===== src/rtl/accel_pkg.sv =====
// Shared constants and FSM state encoding for the accelerometer scaling front end.
package accel_pkg;
  localparam int RAW_W = 20;
  localparam int SCALED_W = 24;
  localparam logic [SCALED_W-1:0] SCALED_MAX = 24'hFFFFFF;

  typedef enum logic [2:0] {
    IDLE,
    AX_X,
    AX_Y,
    AX_Z,
    OUT
  } state_e;
endpackage


===== src/rtl/accel_axis_calc.sv =====
// Per-axis datapath: baseline subtract, magnitude, gain shift with saturation,
// and the next EMA baseline. Purely combinational, shared across X/Y/Z.
module accel_axis_calc
  import accel_pkg::*;
#(
  parameter int RAW_W      = accel_pkg::RAW_W,
  parameter int EMA_K      = 6,
  parameter int GAIN_SHIFT = 4
) (
  input  logic [RAW_W-1:0]         raw,
  input  logic [RAW_W+EMA_K:0]     base_fx,
  output logic [SCALED_W-1:0]      scaled,
  output logic [RAW_W+EMA_K:0]     base_fx_next
);
  localparam int BW = RAW_W + EMA_K + 1;
  localparam int DW = RAW_W + 2;
  localparam int MW = DW + GAIN_SHIFT;

  logic [DW-1:0] diff;
  logic [DW-1:0] mag;
  logic [MW-1:0] wide;

  // base_fx[BW-1:EMA_K] is the arithmetic right shift of the baseline
  assign diff = {{2{raw[RAW_W-1]}}, raw} - {base_fx[BW-1], base_fx[BW-1:EMA_K]};
  assign mag  = diff[DW-1] ? (~diff + DW'(1)) : diff;
  assign wide = MW'(mag) << GAIN_SHIFT;

  generate
    if (MW > SCALED_W) begin : g_sat
      assign scaled = (|wide[MW-1:SCALED_W]) ? SCALED_MAX : wide[SCALED_W-1:0];
    end else begin : g_fit
      assign scaled = SCALED_W'(wide);
    end
  endgenerate

  assign base_fx_next = base_fx + {{(BW-DW){diff[DW-1]}}, diff};
endmodule


===== src/rtl/accel_scaler.sv =====
// Accelerometer conditioning: EMA baseline removal, magnitude, gain and settle gating.
// Build option: ACCEL_SCALER_TRACK_EN keeps baselines tracking after settling.
//
// state | meaning
// IDLE  | ready for a raw triplet; capture on valid
// AX_X  | X axis through shared datapath
// AX_Y  | Y axis through shared datapath
// AX_Z  | Z axis through shared datapath
// OUT   | publish scaled triplet, pulse valid, advance settle count
module accel_scaler
  import accel_pkg::*;
#(
  parameter int RAW_W          = accel_pkg::RAW_W,
  parameter int EMA_K          = 6,
  parameter int GAIN_SHIFT     = 4,
  parameter int SETTLE_SAMPLES = 64
) (
  input  logic                    i_clk,
  input  logic                    i_rst,
  input  logic                    i_sample_valid,
  output logic                    o_sample_ready,
  input  logic signed [RAW_W-1:0] i_xdata_raw,
  input  logic signed [RAW_W-1:0] i_ydata_raw,
  input  logic signed [RAW_W-1:0] i_zdata_raw,
  output logic [SCALED_W-1:0]     o_xdata_scaled,
  output logic [SCALED_W-1:0]     o_ydata_scaled,
  output logic [SCALED_W-1:0]     o_zdata_scaled,
  output logic                    o_scaled_valid,
  output logic                    o_settled
);
  localparam int BW = RAW_W + EMA_K + 1;
  localparam logic [15:0] SETTLE_INIT = 16'(SETTLE_SAMPLES);

  state_e              state;
  logic [RAW_W-1:0]    raw_x, raw_y, raw_z;
  logic [BW-1:0]       base_x, base_y, base_z;
  logic [SCALED_W-1:0] sc_x, sc_y, sc_z;
  logic                preloaded;
  logic [15:0]         settle_left;

  logic [RAW_W-1:0]    calc_raw;
  logic [BW-1:0]       calc_base;
  logic [SCALED_W-1:0] calc_scaled;
  logic [BW-1:0]       calc_next;
  logic                upd_en;

  always_comb begin
    calc_raw  = raw_x;
    calc_base = base_x;
    case (state)
      AX_Y: begin calc_raw = raw_y; calc_base = base_y; end
      AX_Z: begin calc_raw = raw_z; calc_base = base_z; end
      default: ;
    endcase
  end

`ifdef ACCEL_SCALER_TRACK_EN
  assign upd_en = 1'b1;
`else
  // baselines freeze once calibrated so a sustained offset stays visible
  assign upd_en = ~o_settled;
`endif

  accel_axis_calc #(
    .RAW_W      (RAW_W),
    .EMA_K      (EMA_K),
    .GAIN_SHIFT (GAIN_SHIFT)
  ) u_calc (
    .raw          (calc_raw),
    .base_fx      (calc_base),
    .scaled       (calc_scaled),
    .base_fx_next (calc_next)
  );

  always_ff @(posedge i_clk) begin
    if (i_rst) begin
      state          <= IDLE;
      o_sample_ready <= 1'b1;
      o_scaled_valid <= 1'b0;
      o_settled      <= 1'b0;
      o_xdata_scaled <= '0;
      o_ydata_scaled <= '0;
      o_zdata_scaled <= '0;
      raw_x          <= '0;
      raw_y          <= '0;
      raw_z          <= '0;
      base_x         <= '0;
      base_y         <= '0;
      base_z         <= '0;
      sc_x           <= '0;
      sc_y           <= '0;
      sc_z           <= '0;
      preloaded      <= 1'b0;
      settle_left    <= SETTLE_INIT;
    end else begin
      o_scaled_valid <= 1'b0;
      case (state)
        IDLE: begin
          if (i_sample_valid) begin
            raw_x <= i_xdata_raw;
            raw_y <= i_ydata_raw;
            raw_z <= i_zdata_raw;
            // first sample seeds the baseline so its diff is exactly zero
            if (!preloaded) begin
              base_x <= {i_xdata_raw[RAW_W-1], i_xdata_raw, {EMA_K{1'b0}}};
              base_y <= {i_ydata_raw[RAW_W-1], i_ydata_raw, {EMA_K{1'b0}}};
              base_z <= {i_zdata_raw[RAW_W-1], i_zdata_raw, {EMA_K{1'b0}}};
            end
            preloaded      <= 1'b1;
            o_sample_ready <= 1'b0;
            state          <= AX_X;
          end
        end
        AX_X: begin
          sc_x <= calc_scaled;
          if (upd_en) base_x <= calc_next;
          state <= AX_Y;
        end
        AX_Y: begin
          sc_y <= calc_scaled;
          if (upd_en) base_y <= calc_next;
          state <= AX_Z;
        end
        AX_Z: begin
          sc_z <= calc_scaled;
          if (upd_en) base_z <= calc_next;
          state <= OUT;
        end
        OUT: begin
          o_xdata_scaled <= o_settled ? sc_x : '0;
          o_ydata_scaled <= o_settled ? sc_y : '0;
          o_zdata_scaled <= o_settled ? sc_z : '0;
          o_scaled_valid <= 1'b1;
          // settle count runs down to zero and stays there
          if (settle_left == 16'd1) o_settled <= 1'b1;
          if (settle_left != 16'd0) settle_left <= settle_left - 16'd1;
          o_sample_ready <= 1'b1;
          state          <= IDLE;
        end
        default: begin
          o_sample_ready <= 1'b1;
          state          <= IDLE;
        end
      endcase
    end
  end
endmodule


===== config.mk =====
export PLATFORM = sky130hd
export DESIGN_NAME = accel_scaler
export DESIGN_NICKNAME = d
export VERILOG_FILES = /design/src/rtl/accel_pkg.sv /design/src/rtl/accel_axis_calc.sv /design/src/rtl/accel_scaler.sv
export SDC_FILE = /design/constraint.sdc
export NUM_CORES = 1
export LEC_CHECK = 0
export ABC_CLOCK_PERIOD_IN_PS = 9200
export CORE_UTILIZATION = 63
export CTS_CLUSTER_DIAMETER = 40
export DETAILED_ROUTE_END_ITERATION = 10
export PLACE_DENSITY = 0.95
export SYNTH_ARGS = -nofsm -noshare
export SYNTH_HDL_FRONTEND = slang
export SYNTH_SLANG_ARGS = --single-unit

===== constraint.sdc =====
create_clock -name i_clk -period 9.2 [get_ports i_clk]
set_input_delay 0.92 -clock i_clk [delete_from_list [all_inputs] [get_ports i_clk]]
set_output_delay 0.92 -clock i_clk [all_outputs]
set_load 0.05 [all_outputs]

Word-level counts from Yosys, hierarchy flattened:

Cells that the tools add are included.

* logic and storage cells: 70
* output and inout bits: 75
* flip-flop bits (word level): 308
* input bits: 63

* bitwise operators: 2
* reductions and logical operators: 14
* eq/ne operators: 10
* muxes and demuxes: 22
* add/sub/neg operators: 4

Operators with widths (count)
* $pmux 27 s2: 4
* $mux 27: 7
* $mux 24: 4
* $pmux 20 s2: 1
* $add 27x27->27: 1
* $add 22x1->22 const B: 1
* $mux 22: 1
* $not 22->22: 1
* $sub 20x21->22: 1
* $eq 16x1->1 const B: 1
* $reduce_bool 16->1: 1
* $sub 16x1->16 const B: 1
* $pmux 3 s4: 1
* $reduce_and 4->1: 3
* $ne 2x2->1 const B: 5
* $reduce_and 2->1: 4
* $eq 3x2->1 const B: 2
* $reduce_bool 2->1: 3
* $eq 3x1->1 const B: 1
* $eq 3x3->1 const B: 1
* $logic_not 3->1: 1
* $mux 3: 1
* $reduce_or 3->1: 1
* $mux 1: 2
* 3 further kinds: 3

Logic depth before layout (Yosys ltp):

* depth after elaboration: 8
* depth in mapped cells: 28
* gate-level depth less buffers: 24

Modules after synthesis:

From an unflattened synthesis, not the netlist that was laid out.

* cells, all modules: 1900
* area total of the unflattened synthesis: 15305.9 um^2

By module, submodules not included
* accel_scaler: sequential area each 6165.9 um^2, area each 12084.1 um^2, cells each 1453, instances 1
* accel_axis_calc: sequential area each 0.0 um^2, area each 3221.8 um^2, cells each 447, instances 1

Worst setup path after synthesis:

No wires, ideal clock.

* path type: register -> register
* start point: reg state[0]
* end point: reg base_x[25]
* library setup time: 0.138 ns
* slack: 3.153 ns
* clock period less this slack: 6.047 ns
* cell stages (with the launch flop): 26
* data arrival time: 5.910 ns
* buffers on the path: 3
* data required time: 9.062 ns
* cell sequence: dfxtp_1 -> buf_2 -> clkbuf_1 -> clkbuf_1 -> mux2i_1 -> nor2_1 -> a21oi_1 -> ha_1 -> inv_2 -> fa_1 -> a21o_1 -> a21oi_1 -> nor4_1 -> or3_4 -> a311oi_2 -> a21oi_1 -> and4_1 -> nor3_1 -> inv_1 -> ha_1 -> a21o_1 -> a41oi_1 -> nand2_1 -> a311o_1 -> xnor2_1 -> o221ai_1

* word-level cells in the longest chain between the ends: 6
* elaborated cells between the ends (all ways): 15
* classes of those cells: add/sub: 2; eq/ne: 6; mux: 4; reduce/logical: 3

RTL lines
* from (decl): line accel_scaler.sv:34 `state_e state;`
* from (signal assigned): line accel_scaler.sv:77 `state <= IDLE;`
* from (signal assigned): line accel_scaler.sv:111 `state <= AX_X;`
* from (signal assigned): line accel_scaler.sv:117 `state <= AX_Y;`
* $eq 3x2->1: line accel_scaler.sv:50 `case (state)`
* $pmux 20 s2 / $pmux 27 s2 (equally long branches): line accel_scaler.sv:50
* $sub 20x21->22: line accel_axis_calc.sv:24 `assign diff = {{2{raw[RAW_W-1]}}, raw} - {base_fx[BW-1], base_fx[BW-1:EMA_K]};`
* $add 27x27->27: line accel_axis_calc.sv:36 `assign base_fx_next = base_fx + {{(BW-DW){diff[DW-1]}}, diff};`
* $mux 27: line accel_scaler.sv:116 `if (upd_en) base_x <= calc_next;`
* $pmux 27 s2: line accel_scaler.sv:97 `case (state)`
* to (signal assigned): line accel_scaler.sv:105 `base_x <= {i_xdata_raw[RAW_W-1], i_xdata_raw, {EMA_K{1'b0}}};`
* to (signal assigned): line accel_scaler.sv:116
* to (decl): line accel_scaler.sv:36 `logic [BW-1:0] base_x, base_y, base_z;`

Parallel ways exist; a longest one is shown, timed or not. The select of a mux whose other input is x is not followed.
A chain may end at the register's enable or synchronous reset.

Worst setup path in the final report:

Ends and elaborated chain as after synthesis.

==> qor.yml <==
floorplan:
  num_rows: 55
  die_w_um: 155
  start_util_pct: 64.8
  core_area_um2: 22800
  fp.dieH_um: 155
  die_area_um2: 24000
  pin_count: 138
pwr:
  p_leak_nw: 6.54
  vdd_ir_drop_max_v: 0.000171
  power_density_nw_per_um2: 300
layout:
  n_fill_cell: 1577
  design_area_um2: 17400
  drive_gt1_share_pct: 5.95
  area_growth_pct: 17.9
  nets: 2021
logic_synthesis:
  synth.area.mux_share_pct: 4.27
  synth_nets: 1962
  yosysTopAreaCellShare_pct: 39.3
  synth_area_um2: 14800
  yosysWarnings: 0
  synth_common_cells: "dfxtp_1 (290), nand2_1 (284), a21oi_1 (207)"
  synth.distinct_cells: 78
  synth_seq_area_share_pct: 39.3
  ys_seq_elements: 290
  synth_top_family_by_area: "compound AO/OA/AOI/OAI gates"
  synthSimpleGateAreaFrac_pct: 18.1
  synthArstFlopShare_pct: 0
  synth_top_cell_by_area: "dfxtp_1"
  synth_compound_area_share_pct: 24.4
  synth.area.top_cells: "dfxtp_1 (39%), nand2_1 (7.2%), a21oi_1 (7.0%)"
  postSynthAreaPerCell_um2: 7.99
  synth_fa_ha_area_share_pct: 4.51
  synthFlopType: "dfxtp_1"
  synth_xor_area_share_pct: 4.14
  synth.most_common_cell: "dfxtp_1"
  synth_edf_count: 0
  synthCells: 1847
cts:
  clk_path_buf_depth: 3
  cts_htree_levels: 2
  cts_hold_buf: 0
  post_cts_resized: 0
  cts_sinks: 290
  cts_setup_buffers: 0
  root_buffer: "clkbuf_16"
  cts_tree: "yes"
  numCtsBuffers: 37
  path_clk_slew_ps: 60
  clk_latency_ps: 530
global_routing:
  antenna_found_initial: 0
  overflow: 0
  grt_busiest_layer: "met2"
  track_usage_pct: 37.1
  grt_pass1_vias: 13698
  met2_usage_pct: 60.0
  grtUsageMet1_pct: 48.7
  grt_max_degree: 79
  grt_use_met3_pct: 7.69
  grt_pass1_wl_mm: 71.3
placed_design:
  hpwl_mm: 29.3
  pre_cts_ws_ps: 2540
  gp_congestion: 0.974
  place_area_um2: 16100
  placement.io_buffers: 137
timing:
  timing.final.ws_setup_ps: 2280
  slew_violations: 0
  worstMarginPinSlew_ps: 1140
  fin_hold_ws_ps: 450
  finClkSkew_ps: 16.4
  finalCritPeriodShare_pct: 75.2
  setup_viol: 0
  period_minus_slack_ps: 6920
  hold_viol: 0
  rsz0062_at_grt: "no"
  relSlewSlack_pct: 24.0
  tns_ps: 0
  max_freq_mhz: 145
worst_setup_path:
  end_kind: "flip-flop"
  critPathSlowestCell: "dfxtp_2"
  critPathMaxFanout: 31
  crit_buf_inv: 2
  cp_top_family: "compound AO/OA/AOI/OAI gates"
  ff2ff_path_depth: 21
  start_kind: "flip-flop"
  arrival_ps: 7300
  cp.depth: 21
  required_ps: 9590
  path_cells: "mux2i_1 -> o21ai_0 -> ha_1 -> inv_2 -> fa_1 -> a21o_1 -> a21oi_1 -> nor4_1 -> or3_4 -> a311oi_2 -> a21oi_1 -> and4_1 -> nor3_1 -> inv_1 -> ha_1 -> a21o_1 -> a41oi_1 -> nand2_1 -> a311o_1 -> xnor2_1 -> o221ai_1"
  slowest_delay_ps: 1020
  path_class: "reg -> reg"
detailed_routing:
  postRouteAntennaNets: 0
  drt_first_pass_iters: 6
  drtIter0Drc: 1557
  drc: 0
  num_vias: 14483
  routed_via_density: 6.44
  post_drt_wl_per_cell_um: 19.9
  wl_mm: 44.8
run:
  maxCapViolCount: 0
min_path:
  min_path_type: "reg -> reg"
  hold_depth: 2
run_status:
  status: "completed"
==> placed cells by master (no fill, tap or decap), drive strengths merged, types with 10 or more instances in the layout <==
cell type,count
nand3,65
clkbuf,49
a211oi,28
a311oi,30
a22oi,12
a21o,20
ha,50
clkdlybuf4s50,136
a21oi,207
o31ai,11
a22o,22
or3,12
nor4,10
o21ai,133
o21a,23
inv,50
buf,23
mux2i,53
nor3,28
dfxtp,290
nor2,151
nand2,284
xnor2,46
a31oi,46
nand2b,11
o211ai,15
xor2,23
==> metrics by stage <==
step	util [%]	power, mW	cells
finish	76.4	5.21	2248
global route	76.4	5.45	2247
CTS	76.4	5.14	2247
global placement	70.7	3.59	2180
detailed placement	70.7	3.63	2180
floorplan	-	3.10	1847
==> power breakdown <==
| part | internal, mW | switching (mW) | total [mW] |
|---|---|---|---|
| registers | 1.36 | 0.0715 | 1.44 |
| logic | 0.755 | 1.53 | 2.29 |
| clock network | 0.914 | 0.575 | 1.49 |
==> worst min-delay path: stages (launching register included) <==
cell     delay (ps)
dfxtp_1         310
nand2_1          50
a21oi_1          50
==> routing by layer <==
| layer | share of wire, % | up-vias |
|---|---|---|
| met1 | 40 | 6738 |
| li1 | - | 6670 |
| met3 | 11 | 146 |
| met4 | 3.2 | 0 |
| met2 | 46 | 929 |
| met5 | 0 | - |
==> kinds of logic after synthesis <==
family / Yosys count
fa+ha+maj: 52
mux: 59
compound gates: 583
simple gates: 611
flops: 290
xor+xnor: 69
buf+inv: 183
==> final timing paths <==
| path | startpoint | endpoint | slack (ps) |
|---|---|---|---|
| worst min register to register | o_xdata_scaled[22] | o_xdata_scaled[22] | 450 |
| worst min-delay path | o_xdata_scaled[22] | o_xdata_scaled[22] | 450 |
| worst max-delay path | state[0] | base_x[25] | 2280 |
| worst max register to register | state[0] | base_x[25] | 2280 |
==> area by class of cell <==
| class | instances | area [um2] | share of cell area, % |
|---|---|---|---|
| clock buffers | 49 | 1060 | 6.11 |
| inverters | 44 | 165 | 0.949 |
| well taps | 313 | 392 | 2.25 |
| diodes | 1 | 2.50 | 0.0144 |
| clock inverters | 18 | 225 | 1.29 |
| flip-flops and latches | 290 | 5810 | 33.4 |
| multi-input cells | 1374 | 8210 | 47.2 |
| repair buffers | 159 | 1540 | 8.84 |
==> registers in the layout, summed over array words and instances (netlist names), 3 cells and up <==
register / flops
o_xdata_scaled: 21
o_zdata_scaled: 21
base_y: 27
settle_left: 16
state: 3
o_ydata_scaled: 21
raw_y: 20
base_x: 27
sc_z: 21
sc_x: 21
base_z: 27
sc_y: 21
raw_x: 20
raw_z: 20
Note: power is estimated with default switching activity, not from simulation.
